===== src/rtl/alu_multiciclo_pkg.sv =====
// Shared ALU definitions: opcode constants and FSM state encoding.
// The control unit imports this package too.
package alu_defs;

   localparam int OPW = 4;

   localparam logic [OPW-1:0] OP_AND   = 4'b0000;
   localparam logic [OPW-1:0] OP_OR    = 4'b0001;
   localparam logic [OPW-1:0] OP_ADD   = 4'b0010;
   localparam logic [OPW-1:0] OP_SUB   = 4'b0110;
   localparam logic [OPW-1:0] OP_SLT   = 4'b0111;
   localparam logic [OPW-1:0] OP_NOR   = 4'b1100;
   localparam logic [OPW-1:0] OP_MULTU = 4'b1000;
   localparam logic [OPW-1:0] OP_DIVU  = 4'b1001;

   typedef enum logic [1:0] {
      IDLE = 2'd0,
      CALC = 2'd1,
      FIN  = 2'd2
   } estado_t;

endpackage


===== src/rtl/muldiv_iterativo.sv =====
// Shared SIZEDATA-step datapath: right shift-add multiply (modo=0) or
// restoring divide (modo=1). Exposes the next-step values so the last step
// can be captured straight into the output registers.
module muldiv_iterativo #(
   parameter int SIZEDATA = 32
) (
   input  logic                clk,
   input  logic                rst_n,
   input  logic                carga_i,
   input  logic                paso_i,
   input  logic                modo_i,
   input  logic [SIZEDATA-1:0] a_i,
   input  logic [SIZEDATA-1:0] b_i,
   output logic [SIZEDATA-1:0] hi_d_o,
   output logic [SIZEDATA-1:0] lo_d_o,
   output logic                ultimo_o
);

   localparam int CW = $clog2(SIZEDATA) + 1;

   logic [SIZEDATA-1:0] acc_q, sh_q, b_q;
   logic                modo_q;
   logic [CW-1:0]       cnt_q;

   logic [SIZEDATA:0]   suma, resto, dif;
   logic                cabe;

   always_comb begin
      suma   = {1'b0, acc_q} + (sh_q[0] ? {1'b0, b_q} : '0);
      resto  = {acc_q, sh_q[SIZEDATA-1]};
      dif    = resto - {1'b0, b_q};
      // Magnitude compare instead of the borrow bit: with b=0 the partial
      // remainder can exceed 2^SIZEDATA and must still "fit".
      cabe   = (resto >= {1'b0, b_q});
      hi_d_o = suma[SIZEDATA:1];
      lo_d_o = {suma[0], sh_q[SIZEDATA-1:1]};
      if (modo_q) begin
         hi_d_o = cabe ? dif[SIZEDATA-1:0] : resto[SIZEDATA-1:0];
         lo_d_o = {sh_q[SIZEDATA-2:0], cabe};
      end
   end

   assign ultimo_o = (cnt_q == CW'(SIZEDATA - 1));

   always_ff @(posedge clk or negedge rst_n) begin
      if (!rst_n) begin
         acc_q  <= '0;
         sh_q   <= '0;
         b_q    <= '0;
         modo_q <= 1'b0;
         cnt_q  <= '0;
      end else if (carga_i) begin
         acc_q  <= '0;
         sh_q   <= a_i;
         b_q    <= b_i;
         modo_q <= modo_i;
         cnt_q  <= '0;
      end else if (paso_i) begin
         acc_q  <= hi_d_o;
         sh_q   <= lo_d_o;
         cnt_q  <= cnt_q + 1'b1;
      end
   end

endmodule


===== src/rtl/alu_multiciclo.sv =====
// Multi-cycle EX-stage ALU: registered single-cycle ops plus iterative
// MULTU/DIVU with HI/LO results and an inicio/busy/done handshake.
module alu_multiciclo
   import alu_defs::*;
#(
   parameter int SIZEDATA = 32,
   parameter int OP       = 4
) (
   input  logic                clk,
   input  logic                rst_n,
   input  logic                inicio,
   input  logic [SIZEDATA-1:0] a,
   input  logic [SIZEDATA-1:0] b,
   input  logic [OP-1:0]       operador,
   output logic                busy,
   output logic                done,
   output logic [SIZEDATA-1:0] resultado,
   output logic [SIZEDATA-1:0] hi,
   output logic                zero,
   output logic                overflow,
   output logic                div0
);

   localparam int M = SIZEDATA - 1;

   estado_t             estado_q;
   logic                busy_q, done_q, zero_q, ovf_q, div0_q, div0_pend_q;
   logic [SIZEDATA-1:0] res_q, hi_q;

   logic                es_mul, es_div, acepta;
   logic [SIZEDATA-1:0] suma, resta, alu_res_d;
   logic                alu_ovf_d;
   logic [SIZEDATA-1:0] md_hi, md_lo;
   logic                md_ultimo;

   assign es_mul = (operador == OP'(OP_MULTU));
   assign es_div = (operador == OP'(OP_DIVU));
   assign acepta = (estado_q == IDLE) && inicio;

   always_comb begin
      suma      = a + b;
      resta     = a - b;
      alu_res_d = '0;
      alu_ovf_d = 1'b0;
      case (operador)
         OP'(OP_AND): alu_res_d = a & b;
         OP'(OP_OR):  alu_res_d = a | b;
         OP'(OP_NOR): alu_res_d = ~(a | b);
         OP'(OP_SLT): alu_res_d = SIZEDATA'($signed(a) < $signed(b));
         OP'(OP_ADD): begin
            alu_res_d = suma;
            alu_ovf_d = (a[M] == b[M]) && (suma[M] != a[M]);
         end
         OP'(OP_SUB): begin
            alu_res_d = resta;
            alu_ovf_d = (a[M] != b[M]) && (resta[M] != a[M]);
         end
         default: ;
      endcase
   end

   muldiv_iterativo #(.SIZEDATA(SIZEDATA)) u_muldiv (
      .clk     (clk),
      .rst_n   (rst_n),
      .carga_i (acepta && (es_mul || es_div)),
      .paso_i  (estado_q == CALC),
      .modo_i  (es_div),
      .a_i     (a),
      .b_i     (b),
      .hi_d_o  (md_hi),
      .lo_d_o  (md_lo),
      .ultimo_o(md_ultimo)
   );

   // Single-cycle ops are computed on the accept edge so done lands in FIN.
   always_ff @(posedge clk or negedge rst_n) begin
      if (!rst_n) begin
         estado_q    <= IDLE;
         busy_q      <= 1'b0;
         done_q      <= 1'b0;
         res_q       <= '0;
         hi_q        <= '0;
         zero_q      <= 1'b0;
         ovf_q       <= 1'b0;
         div0_q      <= 1'b0;
         div0_pend_q <= 1'b0;
      end else begin
         case (estado_q)
            IDLE: begin
               done_q <= 1'b0;
               if (inicio) begin
                  busy_q      <= 1'b1;
                  div0_pend_q <= es_div && (b == '0);
                  if (es_mul || es_div) begin
                     estado_q <= CALC;
                  end else begin
                     estado_q <= FIN;
                     done_q   <= 1'b1;
                     res_q    <= alu_res_d;
                     hi_q     <= '0;
                     zero_q   <= (alu_res_d == '0);
                     ovf_q    <= alu_ovf_d;
                     div0_q   <= 1'b0;
                  end
               end
            end
            CALC: begin
               if (md_ultimo) begin
                  estado_q <= FIN;
                  done_q   <= 1'b1;
                  res_q    <= md_lo;
                  hi_q     <= md_hi;
                  zero_q   <= (md_lo == '0);
                  ovf_q    <= 1'b0;
                  div0_q   <= div0_pend_q;
               end
            end
            FIN: begin
               estado_q <= IDLE;
               done_q   <= 1'b0;
               busy_q   <= 1'b0;
            end
            default: estado_q <= IDLE;
         endcase
      end
   end

   assign busy      = busy_q;
   assign done      = done_q;
   assign resultado = res_q;
   assign hi        = hi_q;
   assign zero      = zero_q;
   assign overflow  = ovf_q;
   assign div0      = div0_q;

endmodule


===== config.mk =====
export PLATFORM = sky130hd
export DESIGN_NAME = alu_multiciclo
export DESIGN_NICKNAME = d
export VERILOG_FILES = /design/src/rtl/alu_multiciclo_pkg.sv /design/src/rtl/muldiv_iterativo.sv /design/src/rtl/alu_multiciclo.sv
export SDC_FILE = /design/constraint.sdc
export NUM_CORES = 1
export LEC_CHECK = 0
export BUFFER_PORTS_ARGS = -buffer_cell sky130_fd_sc_hd__buf_2
export CORE_UTILIZATION = 55
export CTS_CLUSTER_DIAMETER = 100
export CTS_CLUSTER_SIZE = 20
export DETAILED_ROUTE_END_ITERATION = 10
export GPL_TIMING_DRIVEN = 0
export PLACE_DENSITY = 0.75
export RECOVER_POWER = 100
export SYNTH_ARGS = -nofsm -noshare
export SYNTH_HDL_FRONTEND = slang
export SYNTH_HIERARCHICAL = 1
export SYNTH_SLANG_ARGS = --single-unit

===== constraint.sdc =====
create_clock -name clk -period 7.8 [get_ports clk]
set_input_delay 1.56 -clock clk [delete_from_list [all_inputs] [get_ports clk]]
set_output_delay 1.56 -clock clk [all_outputs]
set_load 0.02 [all_outputs]

# Yosys cells after proc, flatten, opt, wreduce, memory -nomap -nowiden
# Cells that the tools add are included.
[classes]
add_sub_neg = 5
magnitude_cmp = 2
eq_ne = 17
mux = 42
n_bitwise = 3
n_reduce_logical = 20
[ops]
columns = ["cell", "count"]
rows = [
  ["$mux 32", 14],
  ["$pmux 32 s6", 1],
  ["$pmux 32 s2", 2],
  ["$logic_not 32->1", 3],
  ["$sub 32x32->32", 2],
  ["$add 32x32->33", 1],
  ["$ge 33x32->1", 1],
  ["$add 32x32->32", 1],
  ["$and 32x32->32", 1],
  ["$lt 32x32->1", 1],
  ["$not 32->32", 1],
  ["$or 32x32->32", 1],
  ["$mux 1", 13],
  ["$eq 4x4->1 const B", 3],
  ["$mux 6", 2],
  ["$pmux 1 s2", 5],
  ["$eq 4x3->1 const B", 2],
  ["$reduce_and 2->1", 4],
  ["$add 6x1->6 const B", 1],
  ["$eq 6x5->1 const B", 1],
  ["$mux 2", 3],
  ["$ne 2x2->1 const B", 3],
  ["$reduce_bool 2->1", 3],
  ["$logic_and 1x1->1", 5],
  ["13 further kinds", 15],
]
[word_totals]
regBits = 175
input_bits = 71
out_inout_bits = 69
word_cells = 103

# Longest topological paths before layout
[depth]
word_depth = 7
depth_mapped = 17
depth_no_buf = 15

# Hierarchy
# Netlist, hierarchy kept.
[modules_own_cells]
columns = ["module", "n_inst", "cells_each", "area_per_inst_um2", "seq_area_each_um2"]
rows = [
  ["muldiv_iterativo", 1, 1143, 9208.8, 2577.5],
  ["alu_multiciclo", 1, 1208, 8914.8, 1801.7],
]

# Worst setup path before layout
# No wires, ideal clock.
[synth_path]
path_type = "input to register"
start = "input a[0]"
end = "register zero_q, in the netlist zero"
setup_ns = 0.076
arrival_time_ns = 5.012
t_required_ns = 7.724
slack_ns = 2.711
path_stages = 15
n_path_buf = 0
cell_sequence = "inv_1 > ha_1 > fa_1 > o21ba_1 > or4_4 > a2111oi_4 > o21ai_1 > a21oi_2 > o41a_1 > nor2_1 > a211o_1 > a221oi_1 > nand3_1 > or4_1 > o21ai_1"
[synth_between]
elab_chain_cells = 7
elab_cells_between_ends = 11
classes_between = "2 x add/sub; 1 x order compare; 4 x mux; 3 x bitwise; 1 x reduce/logical"
[synth_rtl]
columns = ["item", "line_no", "rtl"]
rows = [
  ["from (decl)", "alu_multiciclo.sv:12", "input logic [SIZEDATA-1:0] a,"],
  ["parallel branches: the longest is 2 deep, another holds $sub 32x32->32", "n/a", ""],
  ["$pmux 32 s6 *", "alu_multiciclo.sv:45", "case (operador)"],
  ["$logic_not 32->1 *", "alu_multiciclo.sv:101", "zero_q <= (alu_res_d == '0);"],
  ["$mux 1 *", "alu_multiciclo.sv:94", "if (es_mul || es_div) begin"],
  ["$mux 1 *", "alu_multiciclo.sv:91", "if (inicio) begin"],
  ["$pmux 1 s2 *", "alu_multiciclo.sv:88", "case (estado_q)"],
  ["to (signal assigned)", "alu_multiciclo.sv:101", ""],
  ["to (signal assigned)", "alu_multiciclo.sv:113", "zero_q <= (md_lo == '0);"],
  ["to (decl)", "alu_multiciclo.sv:27", "logic busy_q, done_q, zero_q, ovf_q, div0_q, div0_pend_q;"],
]
# Every way passes the cells marked *. The select of a mux whose other input is x is not followed.
# A chain may end at the register's enable or synchronous reset.

# Worst setup path after layout
[layout_path]
start = "input b[7]"
end = "register zero_q, in the netlist zero"
[layout_between]
elab_chain_cells = 7
elab_cells_between_ends = 11
classes_between = "2 x add/sub; 1 x order compare; 4 x mux; 3 x bitwise; 1 x reduce/logical"
[layout_rtl]
columns = ["item", "line_no", "rtl"]
rows = [
  ["from (decl)", "alu_multiciclo.sv:13", "input logic [SIZEDATA-1:0] b,"],
  ["parallel branches: the longest is 2 deep, another holds $sub 32x32->32", "n/a", ""],
  ["$pmux 32 s6 *", "alu_multiciclo.sv:45", ""],
  ["$logic_not 32->1 *", "alu_multiciclo.sv:101", ""],
  ["$mux 1 *", "alu_multiciclo.sv:94", ""],
  ["$mux 1 *", "alu_multiciclo.sv:91", ""],
  ["$pmux 1 s2 *", "alu_multiciclo.sv:88", ""],
]
# Marks and branches as above.

==> key figures <==
Die
  • Site Rows: 66
  • Die Height: 183.5 um
  • Starting Density: around 56%
  • Top Ports: between 100 and 150
  • Die area: ~34000 sq um
  • Die Span X: around 180 um
  • Core ar.: ~32000 sq um

Clock tree
  • H-Tree Depth: 4
  • Clock sinks: 175
  • CTS tree: done
  • Clock slew at reported path FFs: about 0.070 ns
  • Clk buf depth: 2
  • Post-CTS sizing: 0
  • Clock Tree Root: clkbuf_16
  • Worst skew pair latency: between 0.4 and 0.5 ns
  • CTS Hold Bufs: 0
  • Setup Buffers After CTS: 0
  • Num CTS Buffers: 17

Min path
  • Min-Delay Path Class: flip-flop to flip-flop
  • HP Start: hi[19]

GRT
  • GR Util All Layers: 43.38%
  • Pin count of the biggest net entering global routing: 114
  • Number of global-route vias before repair: 18.85k
  • Initial antenna violation count: 1
  • Global-route wire length before repair: 110000 um
  • Overflow after GRT: 0

Detailed routing
  • Routed length on met3: 6535 um
  • Routed length per instance: about 25 um
  • Vias: 19.67k
  • Antenna Nets Post-Route: 0
  • Top Metal Used: met5
  • Routed met1 length: between 20000 and 30000 um
  • Starting DRT DRC Count: between 2k and 2.5k
  • Vias per std cell: ~6.6
  • DRC errors left: 0
  • TritonRoute pass-1 iters: 8
  • Routed wl met2: roughly 34000 um
  • Total Wirelength: roughly 74000 um

Power
  • PwrDens: between 300 and 400 nW/um^2
  • VDD IR max: roughly 0.20 mV
  • NetSw: ~4.1 mW
  • Clock share of power: 11.8%
  • Sw Share: 53.25%
  • Internal power: between 3 and 4 mW
  • Combinational group share of total power: between 60 and 70%
  • Leakage power: around 9 nW
  • Flop pwr share: 20.7%

Cells and area
  • Area delta synth->final: 9.858%
  • Fill cell count: approximately 3.0k
  • Number of diodes: 0
  • Post-Layout Inst Area: 19910 sq um
  • Share of layout cells above drive strength 1: 7.134%
  • Final nets: 2762

Place
  • DP Area: just under 20000 sq um
  • Placer Congestion: roughly 1.0
  • Port bufs: about 140
  • HPWL Detailed: between 50000 and 60000 um

Timing
  • Max Clk Rate: ~150 MHz
  • Setup violations, final: 0
  • RSZ-0062 raised after global routing: false
  • Worst slew pin tran: 3.666 ns
  • TNS Setup: 0 ns
  • Minimum clock period: around 6.5 ns
  • Worst hold slack: between 0.4 and 0.5 ns
  • Fin. max-slew vios: 63
  • Fin. Hold Viols: 0
  • Tcrit/Tclk final: between 80% and 90%
  • Clock Skews: slightly above 0.009 ns
  • Max-slew headroom at the worst pin: -144.4%

Synthesis
  • Synth async-reset ratio: between 90% and 100%
  • Sequential fraction of the synthesis area: between 20% and 30%
  • Mapped Cells: between 2k and 2.5k
  • Synthesized flop and latch total: approximately 180
  • Most used DFF post-synth: dfrtp_1
  • Number of flops mapped to enable cells by yosys: 0
  • Synthesized net count: between 2k and 3k
  • Mapped cell area: ~18000 sq um
  • Syn Area/Cell: between 7 and 8 sq um
  • Count of unique library cells instantiated by Yosys: 97
  • YS warnings: 6

Setup path
  • RR Startpoint: u_muldiv/sh_q[0]
  • Critical path startpoint: b[7]
  • Arr. time, crit path: a little under 7 ns
  • Setup crit end kind: flip-flop
  • Startpoint Class: input port
  • Setup CP Type: input port to flip-flop
  • Worst Path Max Fanout: 9
  • Critical path data required time: 8.17 ns

Job
  • Max cap viols: 1

Status
  • Outcome: finished, violations left
  • Failing checks: capacitance limit, slew limit
==> metal layers <==
metal / up-vias / track usage [%]
met5: - / 0
met4: 2 / 29.50
met3: 304 / 5.487
met2: 1245 / 70.82
met1: 9340 / 53.50
li1: 8777 / -
==> final cells by class <==
type | count | area [sq um] | share of cell area (%)
Multi-Input combinational cell | 1882 | 12600 | 63.28
Sequential cell | 175 | 4379 | 21.99
Timing Repair Buffer | 140 | 631.9 | 3.174
Buffer | 143 | 566.8 | 2.847
Inverter | 151 | 566.8 | 2.847
Tap cell | 442 | 553.0 | 2.778
Clock buffer | 20 | 456.7 | 2.294
Clock inverter | 12 | 156.4 | 0.7855
==> cell usage after synthesis (44+ instances only) <==
| library cell | instances | area share (%) |
|---|---|---|
| nand3_1 | 81 | 2.2 |
| mux2i_1 | 73 | 4.0 |
| inv_1 | 149 | 3.1 |
| dfrtp_1 | 175 | 24 |
| ha_1 | 177 | 12 |
| a21o_1 | 53 | 2.2 |
| nor2_1 | 187 | 3.9 |
| a21oi_1 | 155 | 4.3 |
| nor3_1 | 44 | 1.2 |
| clkbuf_1 | 112 | 2.3 |
| nand2_1 | 304 | 6.3 |
| and2_1 | 46 | 1.6 |
| o21ai_0 | 174 | 4.8 |
==> sequential cells by signal, indices dropped and copies added (netlist names), 2 cells and up <==
name            count
hi                 32
u_muldiv/cnt_q      6
estado_q            2
resultado          32
u_muldiv/b_q       32
u_muldiv/sh_q      32
u_muldiv/acc_q     32
==> cell families (layout without fill, tap and decap cells) <==
logic type	count (synthesis)	after routing	synth area share, %
adder cells (fa/ha/maj)	181	181	12.66
AO/OA/AOI/OAI	705	705	26.14
AND/OR/NAND/NOR	822	822	21.37
multiplexers	109	109	6.269
XOR/XNOR	65	65	3.141
buffers and inverters	294	466	6.255
flip-flops	175	175	24.16
==> final timing paths <==
| path | endpoint | slack (ns) | depth (start not counted) |
|---|---|---|---|
| max | zero | 1.27 | 16 |
| min | hi[19] | 0.47 | 2 |
| max reg2reg | hi[31] | 2.84 | 14 |
| min reg2reg | hi[19] | 0.47 | 2 |
| max in group asynchronous | resultado[26] | 3.37 | 1 |
| min in group asynchronous | hi[10] | 2.37 | 1 |
==> cell usage in the layout, fill, tap and decap left out, types with 73 or more instances in the layout <==
master	n
inv_1	149
dfrtp_1	175
a21oi_1	155
nand3_1	81
clkbuf_1	191
nand2_1	304
mux2i_1	73
ha_1	177
nor2_1	187
o21ai_0	178
==> power groups by stage <==
stage / clock network (mW) / logic [mW] / registers, mW
after floorplan: 0 / 3.49 / 1.59
after global placement: 0 / 4.95 / 1.57
after detailed placement: 0 / 5.01 / 1.58
after CTS: 0.912 / 5.05 / 1.57
after global routing: 0.947 / 5.57 / 1.62
final: 0.907 / 5.17 / 1.59
==> worst max-delay path, stage by stage <==
cell and delay (ns):
clkbuf_1 0.62, inv_1 0.15, ha_1 0.31, clkbuf_1 0.31
inv_1 0.15, a21oi_1 0.30, o31ai_1 0.24, nor3b_1 0.96
o21ai_0 0.39, a311oi_1 0.39, o221a_2 0.24, o21ai_0 0.26
nor4_1 0.25, nand4_1 0.12, or4_1 0.50, o21ai_0 0.17
==> stage by stage <==
stage               instances  power (mW)  util [%]  setup slack (ns)
floorplan                2351       5.078         -             2.711
global placement         2931       6.511     59.68             1.605
detailed placement       2933       6.592     59.86             1.635
CTS                      2965       7.533     61.75             2.083
global route             2965       8.136     61.35             1.150
finish                   2965       7.670     61.35             1.269
(Power assumes the default switching activity.)
